## src/rtl/router_pkg.sv

```systemverilog
// Shared router definitions: one-hot FSM encoding,
// default port count and address-width helper.
package router_pkg;

  localparam int NUM_PORTS_DEF = 3;
  localparam int NUM_ST = 9;

  localparam int ST_DA   = 0;
  localparam int ST_LFD  = 1;
  localparam int ST_LD   = 2;
  localparam int ST_LP   = 3;
  localparam int ST_FFS  = 4;
  localparam int ST_LAF  = 5;
  localparam int ST_WTE  = 6;
  localparam int ST_CPE  = 7;
  localparam int ST_DROP = 8;

  typedef enum logic [NUM_ST-1:0] {
    S_DA   = 9'b000000001,
    S_LFD  = 9'b000000010,
    S_LD   = 9'b000000100,
    S_LP   = 9'b000001000,
    S_FFS  = 9'b000010000,
    S_LAF  = 9'b000100000,
    S_WTE  = 9'b001000000,
    S_CPE  = 9'b010000000,
    S_DROP = 9'b100000000
  } state_e;

  // Never returns 0, even for a single-bit address.
  function automatic int addr_w(input int n);
    return (n <= 2) ? 1 : $clog2(n);
  endfunction

endpackage

```

## src/rtl/router_wait_timer.sv

```systemverilog
// Saturating wait counter with an expire compare.
// A zero limit disables expiry.
module router_wait_timer #(
  parameter int TMO_W = 16
) (
  input  logic             clock,
  input  logic             resetn,
  input  logic             run,
  input  logic [TMO_W-1:0] limit,
  output logic             expire
);

  logic [TMO_W-1:0] cnt_q;
  logic [TMO_W-1:0] cnt_d;

  always_comb begin
    cnt_d = '0;
    if (run) begin
      if (&cnt_q) cnt_d = cnt_q;
      else        cnt_d = cnt_q + 1'b1;
    end
  end

  always_ff @(posedge clock) begin
    if (!resetn) cnt_q <= '0;
    else         cnt_q <= cnt_d;
  end

  always_comb begin
    expire = 1'b0;
    if (run && (limit != '0))
      expire = (cnt_q == (limit - 1'b1));
  end

endmodule

```

## src/rtl/router_fsm_np.sv

```systemverilog
// Router control FSM: header decode, payload load,
// full stalls, parity and drop of bad/stale packets.
module router_fsm_np
  import router_pkg::*;
#(
  parameter int NUM_PORTS    = NUM_PORTS_DEF,
  parameter int ADDR_W       = addr_w(NUM_PORTS),
  parameter int WAIT_TIMEOUT = 0,
  parameter int TMO_W        = 16
) (
  input  logic                 clock,
  input  logic                 resetn,
  input  logic                 pkt_valid,
  input  logic [ADDR_W-1:0]    data_in,
  input  logic                 fifo_full,
  input  logic [NUM_PORTS-1:0] fifo_empty,
  input  logic [NUM_PORTS-1:0] soft_reset,
  input  logic                 low_pkt_valid,
  input  logic                 parity_done,
  output logic                 busy,
  output logic                 detect_add,
  output logic                 lfd_state,
  output logic                 ld_state,
  output logic                 laf_state,
  output logic                 full_state,
  output logic                 write_enb_reg,
  output logic                 rst_int_reg,
  output logic                 drop_state,
  output logic                 timeout_err,
  output logic [ADDR_W-1:0]    addr_o
);

  localparam int SPAN = 1 << ADDR_W;
  localparam logic [ADDR_W:0] NP_L =
    (ADDR_W+1)'(NUM_PORTS);
  localparam logic [TMO_W-1:0] LIMIT =
    TMO_W'(WAIT_TIMEOUT);

  state_e state_q;
  state_e state_d;
  logic [ADDR_W-1:0] addr_q;
  logic [ADDR_W-1:0] addr_d;

  logic [SPAN-1:0] empty_pad;
  logic [SPAN-1:0] srst_pad;
  logic            hdr_oor;
  logic            in_wte;
  logic            expire;

  // Pad to the full address span so out-of-range
  // addresses index a defined zero bit.
  always_comb begin
    empty_pad = '0;
    srst_pad  = '0;
    empty_pad[NUM_PORTS-1:0] = fifo_empty;
    srst_pad[NUM_PORTS-1:0]  = soft_reset;
  end

  assign hdr_oor = ({1'b0, data_in} >= NP_L);
  assign in_wte  = state_q[ST_WTE];

  router_wait_timer #(
    .TMO_W (TMO_W)
  ) u_timer (
    .clock  (clock),
    .resetn (resetn),
    .run    (in_wte),
    .limit  (LIMIT),
    .expire (expire)
  );

  always_comb begin
    state_d = state_q;
    addr_d  = addr_q;
    unique case (1'b1)
      state_q[ST_DA]: begin
        if (pkt_valid) begin
          addr_d = data_in;
          if (hdr_oor)
            state_d = S_DROP;
          else if (empty_pad[data_in])
            state_d = S_LFD;
          else
            state_d = S_WTE;
        end
      end
      state_q[ST_LFD]: state_d = S_LD;
      state_q[ST_LD]: begin
        if (fifo_full)       state_d = S_FFS;
        else if (!pkt_valid) state_d = S_LP;
      end
      state_q[ST_LP]: state_d = S_CPE;
      state_q[ST_FFS]: begin
        if (!fifo_full) state_d = S_LAF;
      end
      state_q[ST_LAF]: begin
        if (parity_done)        state_d = S_DA;
        else if (low_pkt_valid) state_d = S_LP;
        else                    state_d = S_LD;
      end
      state_q[ST_CPE]: begin
        if (fifo_full) state_d = S_FFS;
        else           state_d = S_DA;
      end
      state_q[ST_WTE]: begin
        if (empty_pad[addr_q]) state_d = S_LFD;
        else if (expire)       state_d = S_DROP;
      end
      state_q[ST_DROP]: begin
        if (!pkt_valid) state_d = S_DA;
      end
      default: state_d = S_DA;
    endcase
    // Soft reset of the active port beats any transition.
    if (!state_q[ST_DA] && srst_pad[addr_q])
      state_d = S_DA;
  end

  always_ff @(posedge clock) begin
    if (!resetn) begin
      state_q <= S_DA;
      addr_q  <= '0;
    end else begin
      state_q <= state_d;
      addr_q  <= addr_d;
    end
  end

  assign busy = state_q[ST_LFD] | state_q[ST_LP]
              | state_q[ST_FFS] | state_q[ST_LAF]
              | state_q[ST_WTE] | state_q[ST_CPE];
  assign detect_add    = state_q[ST_DA];
  assign lfd_state     = state_q[ST_LFD];
  assign ld_state      = state_q[ST_LD];
  assign laf_state     = state_q[ST_LAF];
  assign full_state    = state_q[ST_FFS];
  assign write_enb_reg = state_q[ST_LD]
                       | state_q[ST_LAF]
                       | state_q[ST_LP];
  assign rst_int_reg   = state_q[ST_CPE];
  assign drop_state    = state_q[ST_DROP];
  assign timeout_err   = expire & ~empty_pad[addr_q];
  assign addr_o        = addr_q;

endmodule

```

## config.mk

```make
export PLATFORM = sky130hd
export DESIGN_NAME = router_fsm_np
export DESIGN_NICKNAME = d
export VERILOG_FILES = /design/src/rtl/router_pkg.sv /design/src/rtl/router_wait_timer.sv /design/src/rtl/router_fsm_np.sv
export SDC_FILE = /design/constraint.sdc
export NUM_CORES = 1
export LEC_CHECK = 0
export ABC_AREA = 1
export CORE_ASPECT_RATIO = 1.4
export CORE_UTILIZATION = 30
export DETAILED_ROUTE_END_ITERATION = 10
export MAX_ROUTING_LAYER = met4
export PLACE_DENSITY_LB_ADDON = 0.25
export SLEW_MARGIN = 25
export SYNTH_ARGS = -nofsm -noshare
export SYNTH_HDL_FRONTEND = slang
export SYNTH_HIERARCHICAL = 1
export SYNTH_SLANG_ARGS = --single-unit
export TNS_END_PERCENT = 20
```

## constraint.sdc

```tcl
create_clock -name clock -period 1.88 [get_ports clock]
set_clock_uncertainty 0.05 [all_clocks]
set_input_delay 0.376 -clock clock [delete_from_list [all_inputs] [get_ports clock]]
set_output_delay 0.376 -clock clock [all_outputs]
set_load 0.02 [all_outputs]
```

======== Word level (Yosys, flattened, before mapping) ========
Index checks and enable logic that the tools add are counted.
storage, ports and cells
  register bits after elaboration ......... 11
  input port bits ......................... 14
  output and inout bits ................... 12
  word-level logic and storage cells ...... 35
operators by class
  magnitude comparators ................... 3
  multiplexer cells ....................... 18
  bitwise logic cells ..................... 8
  reductions and logical operators ........ 4
operators by type and width
  kind                  count
  $pmux W9 S9           1
  $mux W9               3
  $mux W7               2
  $mux W4               3
  $mux W5               2
  $or A1 B1 Y1          7
  $bmux W1 S2           3
  $lt A2 B3 Y1 const B  2
  $mux W6               1
  $mux W1               3
  $ge A2 B2 Y1 const B  1
  $reduce_and A2 Y1     1
  $reduce_or A2 Y1      1
  $logic_and A1 B1 Y1   1
  $logic_not A1 Y1      1
  $not A1 Y1            1

======== Logic depth before layout (Yosys ltp) ========
Gate-level depths: netlist (run 1).
  word-level depth ........................ 6
  gate-level depth with buffers ........... 17
  depth with buffers taken out ............ 17

======== Hierarchy ========
The synthesis (run 1) kept the hierarchy.
by module, submodules not included
  module             instances  cells an instance  area an instance (µm²)  sequential area each (µm²)
  router_wait_timer  1          263                1516.5                  320.3
  router_fsm_np      1          90                 588.1                   220.2

======== Least setup slack after synthesis (run 1) ========
Ideal clock, no wire load.
  path type ............................... reg2reg
  start ................................... reg, netlist name u_timer/cnt_q[0]
  end ..................................... reg, netlist name u_timer/cnt_q[9]
  library setup time ...................... 56 ps
  arrival ................................. 1334 ps
  data required time ...................... 1774 ps
  setup slack ............................. 440 ps
  cell stages (with the launch flop) ...... 11
  path buffers ............................ 0
  period minus slack after synthesis ...... 1440 ps
  path through ............................ dfxtp_1 ha_1 nand3_2 inv_2 nand2_2 nor2_4 nand2_2 nand2_1 xnor2_1 nand2_1 inv_1

======== Final worst setup path (run 1) ========
  start ................................... reg state_q[0]
  end ..................................... out detect_add
RTL lines
  element                   line                  text
  start: declaration        router_fsm_np.sv:39   state_e state_q;
  start signal: assignment  router_fsm_np.sv:124  state_q <= state_d;
  end: declaration          router_fsm_np.sv:21   output logic detect_add,
No word-level cell between the ends.

==> results of run 1 <==
==> how the worst min path moves through the flow <==
stage                          start         end  slack [ns]  cells after the start
after global placement    state_q[3]  state_q[7]        0.38                      2
after detailed placement  state_q[3]  state_q[7]        0.38                      2
after global routing      state_q[3]  state_q[7]        0.43                      2
after floorplan           state_q[3]  state_q[7]        0.36                      2
final                     state_q[3]  state_q[7]        0.39                      2
after CTS                 state_q[3]  state_q[7]        0.39                      2
==> kinds of logic (layout without fill, tap and decap cells) <==
logic type	Yosys count	after routing	share of synthesized area, %
AO/OA/AOI/OAI	29	29	8.20
XOR/XNOR	19	19	7.91
adder cells (fa/ha/maj)	2	2	1.19
buffers and inverters	56	89	9.99
flip-flops	27	27	25.7
other	1	54	0.178
AND/OR/NAND/NOR	219	219	46.8
==> sequential cells by signal, indices dropped and copies added, names as in the netlist <==
signal	flops
u_timer/cnt_q	16
state_q	9
addr_o	2
==> cells in the mapped netlist (3+ instances only) <==
cell type    n
xor2_1       9
a31oi_1      4
nor2_2       8
nor3_1       5
o21ai_0      9
nand2_2      9
nand2_1    103
a21oi_1      6
xnor2_1     10
inv_2        6
o21ai_1      3
nand3_1     24
a21oi_2      4
nor2_1      51
nand4_1      5
inv_1       50
dfxtp_1     27
==> per-stage QoR <==
| stage | util (%) | std cells |
|---|---|---|
| after floorplan | - | 406 |
| after global placement | 40.2 | 527 |
| after detailed placement | 40.2 | 527 |
| after CTS | 40.9 | 531 |
| after global routing | 41.0 | 531 |
| final | 41.0 | 531 |
==> what timing repair did <==
action / in CTS / in global routing
hold buffers: 0 / 0
endpoints found under the setup margin: 1 / 1
resized for setup: 1 / 1
hold endpoints to repair: 0 / 0
==> where the power goes <==
part	switching, mW	leakage [nW]	total [mW]	internal, mW
Sequential	0.0142	0.219	0.599	0.585
Combinational	0.150	1.16	0.261	0.112
Clock	0.180	0.0255	0.328	0.148
==> per-layer routing <==
metal  wire [µm]  share of wire (%)  global-route usage, %
met1        2150                 46                   15.8
met2        2460                 52                   26.7
met3          44               0.94                   1.20
met4          49                1.0                   3.17
met5           0                  0                      -
==> cell type report <==
cell class | instances | area, µm²
fillers | 734 | 3960
multi-input cells | 323 | 1550
flip-flops and latches | 27 | 541
repair buffers | 29 | 279
inverters | 56 | 210
well taps | 92 | 115
clock buffers | 3 | 41.3
clock inverters | 1 | 5.00
==> summary.md, run 1 <==
| Metric | Value |
|---|---|
| Final Max Tran Viols | `0` |
| Setup bufs post-CTS | `0` |
| WL final | `~4.7 mm` |
| Core ar. | `0.00670 mm²` |
| Reg2reg path depth | `10` |
| Number of max-cap violations | `0` |
| CTS sink count | `27` |
| Synth top area share | `approximately 26%` |
| Critical path depth in cells | `1` |
| # IOs | `26` |
| Initial Util | `31.4%` |
| Area contributors post-synth | `dfxtp_1, nand2_1, nor2_1, inv_1, nand3_1` |
| Pwr per Cell Area | `433 mW/mm²` |
| Number of buffers and inverters on the critical path | `1` |
| Number of global-route vias before repair | `2,019` |
| Max IR drop VDD | `0.310 mV` |
| Sequential element share of the synthesized area | `25.7%` |
| GRT overflow | `0` |
| Arrival time worst endpoint | `1.31 ns` |
| Req. time, crit path | `around 1.5 ns` |
| DIE HEIGHT | `101 µm` |
| Share of cells above drive strength 1 | `about a tenth` |
| Die Area | `approximately 0.0074 mm²` |
| Clock latency at the later pin of the worst-skew pair | `around 0.27 ns` |
| Mapped Area | `0.00210 mm²` |
| Ys flop type | `dfxtp_1` |
| Clk slew on worst S/H paths | `roughly 0.090 ns` |
| Highest Clock Rate | `577 MHz` |
| Power Total | `~1.2 mW` |
| IO buf count | `24` |
| GRT Util Overall | `14.1%` |
| Cell Chain, Critical Path | `clkdlybuf4s50_1` |
| Critical Path Sink | `detect_add` |
| Initial antenna violation count | `0` |
| GP Congestion | `0.810` |
| Syn_area_per_cell | `5.96 µm²` |
| Synth warn | `6` |
| Initial DRT Pass Iterations | `4` |
| Final hold viol count | `0` |
| Worst r2r src | `u_timer/cnt_q[0]` |
| Die X | `72.8 µm` |
| Nets | `456` |
| Rows | `35` |
| Worst r2r dst | `u_timer/cnt_q[9]` |
| Crit. Startpoint | `state_q[0]` |
| Leading area contributor after synthesis | `dfxtp_1` |
| Worst slack at placement | `0.293 ns` |
| Initial DRC Count | `68` |
| Period utilization | `92.3%` |
| # setup viols final | `0` |
| Register bit total from synthesis | `27` |
| Final Critical Period | `1.73 ns` |
| Vias | `~2,100` |
| First-pass GRT wire length | `8.16 mm` |
| TritonCTS Buffers | `3` |
| Worst path top cell family by delay | `buffers and inverters` |
| Ant diodes | `0` |
| Critical Path Fanout Max | `5` |
| DRC Markers | `0` |
| Deepest clock path buffer count | `2` |
| Post-synth EDFFs | `0` |
| Area after DPL | `about 0.0027 mm²` |
| Worst Hold Class | `reg2reg` |
| CP peak stage delay | `0.63 ns` |
| Smallest hold slack | `0.392 ns` |
| DRT antenna net count | `0` |
| Critical Path Sink Type | `output pin` |
| Largest net degree at the start of global routing | `16` |
| Status | `complete, no violations` |
| Via density | `4.04` |
| Most frequent cells in the layout | `nand2_1, conb_1, nor2_1` |
| H-tree lvl count | `1` |
| Most common cell after layout, fill and taps aside | `nand2_1` |
| Asr flop ratio synth | `0%` |
| Slowest stage cell, crit path | `clkdlybuf4s50_1` |
| CTS tree | `done` |
| CP Class | `reg2out` |
| Pleak | `1.40 nW` |
| Final Instance Area | `0.00274 mm²` |
| Gate Count Post-Synth | `353` |
| Yosys cell types | `30` |
| WL per Instance | `8.85 µm` |
| Final setup margin | `around 0.15 ns` |
| Area growth, synth to finish | `30.4%` |
| Post-DP HPWL | `3.98 mm` |
| Reg2reg setup slack | `between 0.2 and 0.3 ns` |
| RSZ-0062 raised after global routing | `no` |
| Clk root buf | `clkbuf_8` |
| Setup_tns | `0 ns` |
| Crit start category | `flop` |
Power figures use the tool's default switching activity.
==> run 2, diff against run 1 <==
clock period = 2.2 ns   (was 1.88 ns; I/O delays follow)
==> run 2 against run 1 <==
  * Sequential cell count stayed put
  * Die area unchanged
  * Register-to-register slack better by 0.24 ns
  * Clock power fell by 13%
  * Highest routed layer unchanged
==> summary.md, run 2 (synthesis gave the netlist of run 1 again) <==
| Metric | Value |
|---|---|
| Status | `complete, no violations` |
| Smallest hold slack | `slightly below 0.4 ns` |
| Cts hold-fix bufs | `0` |
| Number of buffers and inverters on the critical path | `1` |
| CTS tree | `done` |
| Vias | `2,108` |
| Period utilization | `91.4%` |
| Cell-internal power | `~720 µW` |
| # IOs | `26` |
| Critical Path Fanout Max | `6` |
| H-tree lvl count | `1` |
| GRT overflow | `0` |
| DRT antenna net count | `0` |
| Critical Path Sink Type | `output pin` |
| RSZ-0062 raised after global routing | `no` |
| Arrival time worst endpoint | `1.52 ns` |
| Pwr per Cell Area | `376 mW/mm²` |
| GP Congestion | `0.789` |
| Largest net degree at the start of global routing | `15` |
| Initial antenna violation count | `0` |
| Initial DRC Count | `80` |
| Switching Share | `29.0%` |
| Rows | `35` |
| Final Critical Period | `around 2.0 ns` |
| Number of global-route vias before repair | `1,996` |
| Initial DRT Pass Iterations | `4` |
| CTS sink count | `27` |
| Crit start category | `flop` |
| Clock latency at the later pin of the worst-skew pair | `0.28 ns` |
| # setup viols final | `0` |
| First-pass GRT wire length | `8.17 mm` |
| Clk root buf | `clkbuf_8` |
| CP Class | `reg2out` |
| Final hold viol count | `0` |
| Req. time, crit path | `1.71 ns` |
| Sequential Power Share | `50.4%` |
| TritonCTS Buffers | `3` |
| Setup_tns | `0 ns` |
| Setup bufs post-CTS | `0` |
| Nets | `452` |
| CP peak stage delay | `0.61 ns` |
| IO buf count | `24` |
| Post-DP HPWL | `3.89 mm` |
| Via density | `4.00` |
| WL per Instance | `a little under 9 µm` |
| Ant diodes | `0` |
| Final setup margin | `0.190 ns` |
| DIE HEIGHT | `101 µm` |
| Gate power share | `21.6%` |
| Post-CTS Resized | `0` |
| Pleak | `1.36 nW` |
| Die Area | `0.00736 mm²` |
| Die X | `between 70 and 80 µm` |
| Area growth, synth to finish | `28.8%` |
| Biggest register | `u_timer/cnt_q` |
| Deepest clock path buffer count | `2` |
| Clk slew on worst S/H paths | `~0.10 ns` |
| Most frequent cells in the layout | `nand2_1, conb_1, nor2_1` |
| DRC Markers | `0` |
| Power Total | `1.02 mW` |
| Worst path top cell family by delay | `buffers and inverters` |
| WL final | `between 4 and 5 mm` |
| Clock share of power | `28.1%` |
| Worst Hold Class | `reg2reg` |
| Slowest stage cell, crit path | `clkdlybuf4s50_1` |
| Most common cell after layout, fill and taps aside | `nand2_1` |
| Cell Chain, Critical Path | `nor2_1 -> nand4_1 -> clkdlybuf4s50_1` |
| Final-layout fill cell count | `between 700 and 800` |
| Max FFs per register | `16` |
| GRT Util Overall | `14.1%` |
| Core ar. | `0.00670 mm²` |
| Initial Util | `a little under a third` |
| Number of max-cap violations | `0` |
| Share of cells above drive strength 1 | `~9%` |
| Worst slack at placement | `0.461 ns` |
| Highest Clock Rate | `497 MHz` |
| Final Max Tran Viols | `0` |
| Max IR drop VDD | `0.227 mV` |
| Switching Power | `296 µW` |
==> run 2: cell count changes in the layout (fill, tap and decap cells not counted), sizes merged <==
cell,before,now
clkdlybuf4s50,22,24
clkbuf,3,4
clkinv,1,0
buf,5,1
dlygate4sd2,1,0
dlymetal6s2s,1,0
==> run 2: metrics by stage <==
stage               area [µm²]  utilization (%)  cells
floorplan                 2300                -    406
global placement          2670             39.8    523
detailed placement        2670             39.8    523
CTS                       2710             40.5    527
global route              2710             40.5    527
finish                    2710             40.5    527
==> run 2: final timing paths <==
| kind | from | to | slack [ns] | cells after the start |
|---|---|---|---|---|
| max | state_q[6] | busy | 0.19 | 3 |
| max reg2reg | u_timer/cnt_q[0] | u_timer/cnt_q[9] | 0.51 | 10 |
| min reg2reg | state_q[3] | state_q[7] | 0.39 | 2 |
| min | state_q[3] | state_q[7] | 0.39 | 2 |
==> run 2: final cells by class <==
class                      count  area (µm²)  share of cell area [%]
tap                           92         115                    4.25
multi-input combinational    323        1550                    57.3
clock buffer                   4        45.0                    1.66
timing repair buffer          25         248                    9.14
sequential                    27         541                    19.9
inverter                      56         210                    7.75
==> run 2: power by group through the flow <==
stage	Sequential, mW	Combinational (mW)	Clock (mW)
floorplan	0.533	0.134	0
global placement	0.525	0.215	0
detailed placement	0.526	0.216	0
CTS	0.514	0.216	0.299
global route	0.516	0.253	0.315
finish	0.514	0.220	0.286
==> run 2: routing by layer <==
layer	part of all wire, %	track usage [%]	routed length (µm)
met1	46	16.0	2130
met2	53	26.1	2460
met3	0.30	0.900	14
met4	0.95	4.07	44
met5	0	-	0
==> run 2: worst min-delay path: cells and delay by family, from the launching register on <==
family                 cells  cell delay [ns]
AND/OR/NAND/NOR            1             0.04
flip-flops                 1             0.32
buffers and inverters      1             0.05
